===== src/rtl/counter_pkg.sv =====
// Shared encoding constants and helpers for the counter family.
// Helpers work on MAX_W-bit values; callers zero-extend and truncate to their own width.
package counter_pkg;

    localparam logic ENC_BIN  = 1'b0;
    localparam logic ENC_GRAY = 1'b1;
    localparam int   MAX_W    = 16;

    function automatic logic [MAX_W-1:0] bin2gray(input logic [MAX_W-1:0] bin);
        return bin ^ (bin >> 1);
    endfunction

    function automatic logic [MAX_W-1:0] clamp(input logic [MAX_W-1:0] val,
                                               input logic [MAX_W-1:0] limit);
        return (val > limit) ? limit : val;
    endfunction

endpackage


===== src/rtl/bin2gray_enc.sv =====
// WIDTH-parametrised combinational binary-to-Gray encoder.
// Kept separate so Gray-coded pointers elsewhere can reuse it.
module bin2gray_enc
    import counter_pkg::*;
#(
    parameter int WIDTH = 2
) (
    input  logic [WIDTH-1:0] bin_i,
    output logic [WIDTH-1:0] gray_o
);

    assign gray_o = WIDTH'(bin2gray(MAX_W'(bin_i)));

endmodule


===== src/rtl/mod_updown_counter.sv =====
// Parametrised up/down counter with load, wrap/saturate limits, Gray output,
// terminal-count indication and a sticky overflow flag.
module mod_updown_counter
    import counter_pkg::*;
#(
    parameter int WIDTH     = 2,
    parameter int MAX_COUNT = 2**WIDTH - 1,
    parameter bit WRAP      = 1'b1
) (
    input  logic             clk,
    input  logic             RESET,
    input  logic             en,
    input  logic             up,
    input  logic             load,
    input  logic [WIDTH-1:0] load_val,
    input  logic             gray_mode,
    input  logic             clr_ovf,
    output logic [WIDTH-1:0] q,
    output logic             tc,
    output logic             ovf
);

    localparam logic [WIDTH-1:0] MAX_C = WIDTH'(MAX_COUNT);
    localparam logic [WIDTH-1:0] ONE   = WIDTH'(1);

    logic [WIDTH-1:0] cnt_q, cnt_d;
    logic             ovf_q, ovf_d;
    logic             at_max, at_zero, limit_hit;
    logic [WIDTH-1:0] gray_val;

    assign at_max  = (cnt_q == MAX_C);
    assign at_zero = (cnt_q == '0);

    always_comb begin
        cnt_d     = cnt_q;
        ovf_d     = ovf_q;
        limit_hit = 1'b0;
        if (load) begin
            cnt_d = WIDTH'(clamp(MAX_W'(load_val), MAX_W'(MAX_C)));
            ovf_d = 1'b0;
        end else begin
            if (en && up) begin
                if (at_max) begin
                    cnt_d     = WRAP ? '0 : cnt_q;
                    limit_hit = 1'b1;
                end else begin
                    cnt_d = cnt_q + ONE;
                end
            end else if (en) begin
                if (at_zero) begin
                    cnt_d     = WRAP ? MAX_C : cnt_q;
                    limit_hit = 1'b1;
                end else begin
                    cnt_d = cnt_q - ONE;
                end
            end
            // A limit hit on the same edge as clr_ovf keeps the flag set.
            if (limit_hit) begin
                ovf_d = 1'b1;
            end else if (clr_ovf) begin
                ovf_d = 1'b0;
            end
        end
    end

    always_ff @(posedge clk) begin
        if (RESET) begin
            cnt_q <= '0;
            ovf_q <= 1'b0;
        end else begin
            cnt_q <= cnt_d;
            ovf_q <= ovf_d;
        end
    end

    bin2gray_enc #(.WIDTH(WIDTH)) u_enc (
        .bin_i  (cnt_q),
        .gray_o (gray_val)
    );

    assign q   = (gray_mode == ENC_GRAY) ? gray_val : cnt_q;
    assign tc  = en & ~load & ((up & at_max) | (~up & at_zero));
    assign ovf = ovf_q;

endmodule


===== config.mk =====
export PLATFORM = sky130hd
export DESIGN_NAME = mod_updown_counter
export DESIGN_NICKNAME = d
export VERILOG_FILES = /design/src/rtl/counter_pkg.sv /design/src/rtl/bin2gray_enc.sv /design/src/rtl/mod_updown_counter.sv
export SDC_FILE = /design/constraint.sdc
export NUM_CORES = 1
export LEC_CHECK = 0
export CORE_AREA = 2 2 39 41
export DETAILED_ROUTE_END_ITERATION = 8
export DIE_AREA = 0 0 41 43
export PLACE_DENSITY = 0.41
export SETUP_SLACK_MARGIN = 0.5
export SLEW_MARGIN = 20
export SYNTH_ARGS = -nofsm -noshare
export SYNTH_HDL_FRONTEND = slang
export SYNTH_SLANG_ARGS = --single-unit

===== constraint.sdc =====
create_clock -name clk -period 1.1 [get_ports clk]
set_input_delay 0.165 -clock clk [delete_from_list [all_inputs] [get_ports clk]]
set_output_delay 0.165 -clock clk [all_outputs]
set_load 0.005 [all_outputs]

# [After elaboration in Yosys (flattened, before gate mapping)]
# Index checks and enable logic that the tools add are counted.
[op_classes] muxes=13 add_sub_neg=2 eq_ne=1 n_reduce_logical=5 bitwise=8
[op_table] operator="2-bit 2-to-1 mux" n=6
[op_table] operator="1-bit 2-to-1 mux" n=7
[op_table] operator="1-bit bitwise AND" n=4
[op_table] operator="3-bit nonzero test" n=1
[op_table] operator="2-bit by 1-bit adder with 2-bit output (second input constant)" n=1
[op_table] operator="2-bit == test (second input constant)" n=1
[op_table] operator="2-bit logical NOT" n=1
[op_table] operator="1-bit inverter" n=2
[op_table] operator="2-bit nonzero test" n=1
[op_table] operator="2-bit OR reduction" n=1
[op_table] operator="2-bit by 1-bit subtractor with 2-bit output (second input constant)" n=1
[op_table] operator="2-bit by 1-bit bitwise XOR with 2-bit output" n=1
[op_table] operator="1-bit logical AND" n=1
[op_table] operator="1-bit OR" n=1
[word_totals] register_bits=3 out_inout_bits=4 wordCells=31 input_bits=9

# [Logic depth before layout (Yosys ltp)]
# Gate-level depths: netlist of run 1.
[depth] ltp_word=6 depth_mapped=4 depth_no_buf=4

# [By module]
# From an unflattened synthesis of run 1, not the netlist that was laid out.
[hier_totals] hier_cells=28 area_unflattened_um2=250.2
[modules_own_cells] module="mod_updown_counter" cells_per_inst=26 area_each_um2=234.0 instances=1 seq_area_each_um2=60.1
[modules_own_cells] module="bin2gray_enc" cells_per_inst=2 area_each_um2=16.3 instances=1 seq_area_each_um2=0.0

# [Least setup slack after synthesis of run 1]
# No wires, ideal clock.
[synth_path] kind="flip-flop to output port" start="register cnt_q[1]" end="output tc" arrival_ps=1026 path_buffers=0 slack_ps=-91 required_time_ps=935 stages_incl_launch_ff=5 cell_sequence="dfxtp_1 inv_1 ha_1 mux2_2 and3_1"
[synth_via] elab_chain_len=4 elab_cells_between_ends=6 classes_between="eq/ne (1); bitwise (4); reduce/logical (1)"
[synth_lines] element="start, declared" line_no="mod_updown_counter.sv:26" rtl="logic [WIDTH-1:0] cnt_q, cnt_d;"
[synth_lines] element="start signal, assigned" line_no="mod_updown_counter.sv:71" rtl="cnt_q <= cnt_d;"
[synth_lines] element="2-bit == test / 2-bit logical NOT (equally long branches)" line_no="mod_updown_counter.sv:31, mod_updown_counter.sv:32"
[synth_lines] element="1-bit bitwise AND" line_no="mod_updown_counter.sv:82" rtl="assign tc = en & ~load & ((up & at_max) | (~up & at_zero));"
[synth_lines] element="1-bit OR *" line_no="mod_updown_counter.sv:82"
[synth_lines] element="1-bit bitwise AND *" line_no="mod_updown_counter.sv:82"
[synth_lines] element="end, declared" line_no="mod_updown_counter.sv:19" rtl="output logic tc,"
# Mark *: on every way between the ends. The rest lies on a longest branch, timed or not.

# [Worst setup path after layout of run 1]
[layout_path] start="register cnt_q[0]" end="output tc"
# Same word-level chain as after synthesis.

==> metrics.md, run 1 <==
| Metric | Value |
|---|---|
| Ant. Diodes | 0 |
| Effective utilization at floorplan | around 17% |
| Vias | 269 |
| Power density cells | around 1000 nW/µm² |
| Setup ws final | -0.379 ns |
| CTS tree | built |
| Final routed wirelength across all metal layers | approximately 640 µm |
| First-pass detailed-route iteration total | 4 |
| Longest individual stage delay on the worst path | between 0.3 and 0.4 ns |
| Static power due to leakage | around 0.22 nW |
| Max stage delay cell, worst path | sky130_fd_sc_hd__dfxtp_4 |
| Total area of multi-input combinational cells | 178 µm² |
| Cells after Synth | 25 |
| Quantity of I/O buffers inserted on ports | 12 |
| Worst slew pin tran | around 0.19 ns |
| CTS root buf | sky130_fd_sc_hd__clkbuf_4 |
| Final hold slack | between 0.3 and 0.4 ns |
| Post-CTS Hold Fix Bufs | 0 |
| Post-synthesis sequential element count | 3 |
| First-pass GRT wire length | between 900 and 1000 µm |
| Via count normalized by instance count | 4.14 |
| Core Util, Final | 36.1% |
| Post-synthesis to final-layout area growth | 115% |
| Average footprint of a synthesized cell | 9.31 µm² |
| Worst IR drop on VDD | ~0.38 mV |
| Failing checks | setup timing |
| Run status | finished with violations |
| First DRT Iteration DRCs | 1 |
| Final slew viol count | 0 |
| Critical Path, Cell by Cell | inv_4 > ha_4 > mux2_2 > and3_4 > buf_6 |
| DR WL/cell | 9.78 µm |
| Kind of end point of the critical path | primary output |
| Data arrival at the endpoint of the critical path | 1.31 ns |
| Post-layout min period | ~1.5 ns |
| Total area of sequential cells | 66.3 µm² |
| Maximum achievable frequency | between 600 and 700 MHz |
| Design Area, Final | ~500 µm² |
| DPL Wire Length | between 400 and 500 µm |
| Std-Cell Rows | 14 |
| Classification of the worst-slack hold path | input pin to register |
| Setup repair after global routing missed its margin | true |
| Total of fill cells in the finished design | 144 |
| Kind of start point of the critical path | register |
| Clock-pin slew on the worst setup and hold paths | 0.04 ns |
| Mapped cell area | roughly 230 µm² |
| Total of endpoints with negative setup slack in the final report | 3 |
| Cts bufs inserted | 3 |
| Antenna-violating nets left | 0 |
| Sink Count | 3 |
| Final-report hold violation count | 0 |
| Number of top-level pins | 13 |
| Maximum fanout along the worst path | 4 |
| Distinct cells, synth | 17 |
| Die width | 41 µm |
| Max-slew headroom at the worst pin | between 80% and 90% |
| Floorplan die area | 1760 µm² |
| # H-tree levels | 1 |
| Final global-route overflow total | 0 |
| Largest net degree at the start of global routing | 6 |
| Post-synthesis net count | 37 |
| Warning count from the yosys run | 0 |
| Source-to-sink clock delay at the later pin of the worst-skew pair | 0.23 ns |
| Net count reported at finish | 62 |
| Setup Skew | 0.00215 ns |
| Global-route usage over all layers | 8.71% |
| Via count of the first global-routing pass | between 200 and 250 |
| Residual DRC | 0 |
| Buffers from clock root to sink, at most | 2 |
| Sequential area share after synthesis | 25.8% |
| Die boundary height | 43 µm |
| Area of the core | about 1400 µm² |
| Proportion of layout cells with a drive suffix above 1 | between 50% and 60% |
| Critical path class | register to primary output |
| Initial antenna violation count | 0 |
| Post-detailed-placement cell area | 439 µm² |
| Critical path data required time | approximately 0.94 ns |
| Maxcap violations | 0 |
| Ratio of final minimum period to clock period | 134% |
| Weighted congestion at the end of routability-driven global placement | between 0.6 and 0.7 |
==> logic make-up after synthesis <==
group / share of synthesized area, %
XOR/XNOR: 7.53
AND/OR/NAND/NOR: 22.6
adder cells (fa/ha/maj): 16.1
multiplexers: 9.14
flip-flops: 25.8
AO/OA/AOI/OAI: 10.8
buffers and inverters: 8.07
==> critical path, delay by kind of cell, from the launching register on <==
| kind | cells | cell delay [ns] |
|---|---|---|
| multiplexers | 1 | 0.25 |
| adder cells (fa/ha/maj) | 1 | 0.15 |
| flip-flops | 1 | 0.37 |
| buffers and inverters | 2 | 0.15 |
| AND/OR/NAND/NOR | 1 | 0.16 |
==> metrics by stage <==
| stage | instances | worst slack [ns] | power, mW | TNS (ns) |
|---|---|---|---|---|
| after floorplan | 25 | -0.00161 | 0.190 | -0.00161 |
| after global placement | 59 | -0.647 | 0.281 | -1.71 |
| after detailed placement | 59 | -0.656 | 0.282 | -1.69 |
| after CTS | 64 | -0.392 | 0.494 | -0.640 |
| after global routing | 65 | -0.408 | 0.529 | -0.782 |
| final | 65 | -0.379 | 0.497 | -0.655 |
==> layer usage <==
metal | track usage [%] | part of all wire, %
met2 | 10.9 | 47
met4 | 10.0 | 0
met1 | 11.8 | 45
met3 | 0 | 8.2
met5 | 0 | 0
==> cell usage in the layout (no fill, tap or decap) <==
master,count
sky130_fd_sc_hd__buf_6,7
sky130_fd_sc_hd__clkdlybuf4s50_1,5
sky130_fd_sc_hd__buf_4,4
sky130_fd_sc_hd__clkbuf_4,3
sky130_fd_sc_hd__dlygate4sd2_1,3
sky130_fd_sc_hd__or4b_1,2
sky130_fd_sc_hd__ha_1,2
sky130_fd_sc_hd__dfxtp_2,2
sky130_fd_sc_hd__buf_2,2
sky130_fd_sc_hd__inv_4,1
sky130_fd_sc_hd__inv_1,1
sky130_fd_sc_hd__mux2_2,1
sky130_fd_sc_hd__and3_4,1
sky130_fd_sc_hd__nand2_2,1
sky130_fd_sc_hd__o21ai_2,1
sky130_fd_sc_hd__inv_2,1
sky130_fd_sc_hd__xor2_1,1
sky130_fd_sc_hd__or3b_1,1
sky130_fd_sc_hd__nand3b_1,1
sky130_fd_sc_hd__o211ai_1,1
sky130_fd_sc_hd__mux2i_1,1
sky130_fd_sc_hd__o21ai_1,1
sky130_fd_sc_hd__xnor2_1,1
sky130_fd_sc_hd__nor2b_1,1
sky130_fd_sc_hd__a211oi_1,1
sky130_fd_sc_hd__ha_4,1
sky130_fd_sc_hd__clkbuf_1,1
sky130_fd_sc_hd__dfxtp_4,1
==> cell usage after synthesis <==
cell type                  number  area (µm²)
sky130_fd_sc_hd__nand2_1        1        3.75
sky130_fd_sc_hd__o211ai_1       1        7.51
sky130_fd_sc_hd__ha_1           3        37.5
sky130_fd_sc_hd__xnor2_1        1        8.76
sky130_fd_sc_hd__o21ai_0        2        10.0
sky130_fd_sc_hd__and3_1         1        6.26
sky130_fd_sc_hd__mux2_2         1        11.3
sky130_fd_sc_hd__dfxtp_1        3        60.1
sky130_fd_sc_hd__or4b_1         2        20.0
sky130_fd_sc_hd__xor2_1         1        8.76
sky130_fd_sc_hd__mux2i_1        1        10.0
sky130_fd_sc_hd__or3b_1         1        8.76
sky130_fd_sc_hd__buf_4          1        7.51
sky130_fd_sc_hd__inv_1          3        11.3
sky130_fd_sc_hd__a211oi_1       1        7.51
sky130_fd_sc_hd__nor2b_1        1        6.26
sky130_fd_sc_hd__nand3b_1       1        7.51
==> timing repair <==
item,4_1_cts,5_1_grt
pin swaps,2,1
setup endpoints to repair,7,7
setup buffers,1,1
cloned,0,0
gates resized for setup,27,4
==> state kept, by name, summed over array words and instances (netlist names) <==
name and cells:
cnt_q 2, ovf 1
==> layout make-up <==
cell class	count	share of cell area (%)
inverters	3	2.76
clock buffers	4	5.26
multi-input cells	18	35.6
repair buffers	21	39.1
well taps	16	4.01
flip-flops and latches	3	13.3
==> path summary, 6_finish.rpt <==
path | startpoint | endpoint | slack (ns) | depth (start not counted)
hold reg to reg | ovf | ovf | 0.55 | 2
setup reg to reg | cnt_q[0] | cnt_q[1] | -0.03 | 5
hold / removal | load | cnt_q[0] | 0.38 | 3
setup / recovery | cnt_q[0] | tc | -0.38 | 5
==> where the power goes <==
| part | switching (mW) | internal [mW] | leakage [nW] | total, mW |
|---|---|---|---|---|
| sequential | 0.0103 | 0.118 | 0.0261 | 0.129 |
| clock | 0.0588 | 0.136 | 0.0150 | 0.195 |
| combinational | 0.0581 | 0.115 | 0.183 | 0.173 |
| total | 0.127 | 0.369 | 0.224 | 0.497 |
Note: power is estimated with default switching activity, not from simulation.
==> run 2, diff against run 1 <==
- SETUP_SLACK_MARGIN: 0.5 -> 0.3
==> run 2 against run 1 <==
  * Clock power is 3% lower
  * Critical endpoint unchanged
  * Fmax is 0.27% higher
  * The flow still finishes with violations (setup timing)
  * Sequential share of layout area is 0.61 points higher
  * Combinational power hardly changed
  * Sequential power hardly changed
  * Largest power group unchanged
  * Global-route usage is 0.70 points lower
  * Sequential cell count stayed put
==> metrics.md, run 2 (synthesis gave the netlist of run 1 again) <==
| Metric | Value |
|---|---|
| Effective utilization at floorplan | 16.8% (unchanged) |
| Residual DRC | 0 (unchanged) |
| Worst slew pin tran | 0.175 ns (-0.0140 ns) |
| Die boundary height | 43 µm (unchanged) |
| Power density cells | 996 nW/µm² (+0.10%) |
| Run status | finished with violations |
| Critical path class | register to primary output |
| First-pass detailed-route iteration total | 4 (unchanged) |
| Kind of end point of the critical path | primary output |
| Number of flip-flops under the largest register name | 2 (unchanged) |
| Post-layout min period | 1.48 ns (-0.00404 ns) |
| Net count reported at finish | 61 (-1.6%) |
| Static power due to leakage | 0.219 nW (-2.6%) |
| Post-synthesis to final-layout area growth | 113% |
| Final routed wirelength across all metal layers | 583 µm (-8.3%) |
| Global-route usage over all layers | 8.01% (-0.70 points) |
| Sink Count | 3 (unchanged) |
| Via count of the first global-routing pass | 212 (-12%) |
| Worst IR drop on VDD | 0.332 mV (-12%) |
| Cts bufs inserted | 3 (unchanged) |
| CTS root buf | sky130_fd_sc_hd__clkbuf_4 |
| Total of endpoints with negative setup slack in the final report | 3 (unchanged) |
| Initial antenna violation count | 0 (unchanged) |
| Launch instance of the worst register-to-register path | cnt_q[1] |
| Setup ws final | -0.375 ns (+0.00404 ns) |
| Post-CTS Hold Fix Bufs | 0 (unchanged) |
| Final global-route overflow total | 0 (unchanged) |
| Ant. Diodes | 0 (unchanged) |
| Reg-to-Reg End | cnt_q[1] |
| Kind of start point of the critical path | register |
| Critical path data required time | 0.94 ns (about the same) |
| Source-to-sink clock delay at the later pin of the worst-skew pair | 0.23 ns (about the same) |
| Most common cell after layout, fill and taps aside | sky130_fd_sc_hd__buf_6 |
| Largest net degree at the start of global routing | 7 (+1) |
| Post-detailed-placement cell area | 432 µm² (-1.7%) |
| DPL Wire Length | 465 µm (-5.8%) |
| Setup Skew | 0.000464 ns (-0.00169 ns) |
| Maxcap violations | 0 (unchanged) |
| Number of cells traversed by the worst register-to-register path | 6 (+1) |
| DR WL/cell | 9.11 µm (-6.9%) |
| Classification of the worst-slack hold path | input pin to register |
| Commonest cells after routing, fill and taps aside | sky130_fd_sc_hd__buf_6, sky130_fd_sc_hd__clkdlybuf4s50_1, sky130_fd_sc_hd__buf_4 |
| Final hold slack | 0.405 ns (+0.0285 ns) |
| Ratio of final minimum period to clock period | 134% (-0.37 points) |
| Launching instance or port of the critical path | cnt_q[0] |
| Weighted congestion at the end of routability-driven global placement | 0.675 (+0.12%) |
| Clock-pin slew on the worst setup and hold paths | 0.04 ns (about the same) |
| Number of top-level pins | 13 (unchanged) |
| Maximum fanout along the worst path | 4 (unchanged) |
| First-pass GRT wire length | 903 µm (-9.1%) |
| End point of the critical path | tc |
| Proportion of layout cells with a drive suffix above 1 | 52.1% (-0.98 points) |
| Vias | 257 (-4.5%) |
| Via count normalized by instance count | 4.02 (-3.0%) |
| Floorplan die area | 1760 µm² (unchanged) |
| Buffers from clock root to sink, at most | 2 (unchanged) |
| Die width | 41 µm (unchanged) |
| Area of the core | 1380 µm² (unchanged) |
| Placement-stage worst setup slack | -0.659 ns (-0.00289 ns) |
| Register containing the most flip-flops in the final layout | cnt_q |
| Total of fill cells in the finished design | 148 (+2.8%) |
| Post-route setup TNS | -0.661 ns (-0.00578 ns) |
| Quantity of I/O buffers inserted on ports | 12 (unchanged) |
| First DRT Iteration DRCs | 1 (unchanged) |
| Setup repair after global routing missed its margin | true |
| Setup slack, reg-to-reg | -0.11 ns (-0.08 ns) |
| Maximum achievable frequency | 678 MHz (+0.27%) |
| Std-Cell Rows | 14 (unchanged) |
| Design Area, Final | 495 µm² (-0.75%) |
| Final-report hold violation count | 0 (unchanged) |
| Max-slew headroom at the worst pin | 88.4% (+1.0 points) |
| CTS tree | built |
| Final slew viol count | 0 (unchanged) |
| Data arrival at the endpoint of the critical path | 1.31 ns (about the same) |
| Antenna-violating nets left | 0 (unchanged) |
| Failing checks | setup timing |
| # H-tree levels | 1 (unchanged) |
-- run 2: changes by cell type in the layout (fill, tap and decap cells not counted) --
cell and change:
sky130_fd_sc_hd__inv_2 -1, sky130_fd_sc_hd__inv_4 +1, sky130_fd_sc_hd__dfxtp_2 -1, sky130_fd_sc_hd__buf_6 -1
sky130_fd_sc_hd__buf_2 -1, sky130_fd_sc_hd__buf_4 +1, sky130_fd_sc_hd__dfxtp_4 +1
-- run 2: metrics by stage --
step / util [%] / power (mW) / cells
after detailed placement: 31.2 / 0.278 / 58
after CTS: 33.7 / 0.485 / 63
final: 35.8 / 0.493 / 64
after global placement: 31.2 / 0.278 / 58
after floorplan: - / 0.190 / 25
after global routing: 35.8 / 0.532 / 64
-- run 2: what timing repair did --
item	CTS	global route
endpoints found under the setup margin	7	6
resized for setup	26	6
setup buffers	1	1
pin swaps	2	3
-- run 2: layout make-up --
class                   instances  area, µm²  area share [%]
inverters                       3       16.3            3.28
repair buffers                 20        186            37.6
flip-flops and latches          3       68.8            13.9
clock buffers                   4       26.3            5.30
well taps                      16       20.0            4.04
multi-input cells              18        178            35.9
-- run 2: worst min path at each step --
| stage | startpoint | to | slack [ns] | cells past startpoint |
|---|---|---|---|---|
| detailed placement | ovf | ovf | 0.55 | 2 |
| finish | RESET | cnt_q[0] | 0.40 | 3 |
| CTS | RESET | cnt_q[0] | 0.39 | 3 |
| global route | RESET | cnt_q[0] | 0.43 | 3 |
| global placement | ovf | ovf | 0.55 | 2 |
| floorplan | RESET | cnt_q[0] | 0.23 | 1 |
-- run 2: critical path, stage by stage (launching register included) --
cell	delay, ns
sky130_fd_sc_hd__dfxtp_4	0.37
sky130_fd_sc_hd__inv_4	0.04
sky130_fd_sc_hd__ha_4	0.15
sky130_fd_sc_hd__mux2_2	0.25
sky130_fd_sc_hd__and3_4	0.16
sky130_fd_sc_hd__buf_6	0.11
-- run 2: power breakdown --
part,internal (mW),switching [mW],total (mW)
Clock,0.136,0.0536,0.189
Combinational,0.118,0.0562,0.174
Sequential,0.118,0.0122,0.130
Total,0.371,0.122,0.493
-- run 2: per-layer routing --
metal	GRT usage (%)	up-vias	share of wire [%]
met5	0	-	0
met4	10.0	0	0
met1	10.8	114	43
met2	8.75	9	49
li1	-	134	-
met3	1.57	0	7.9
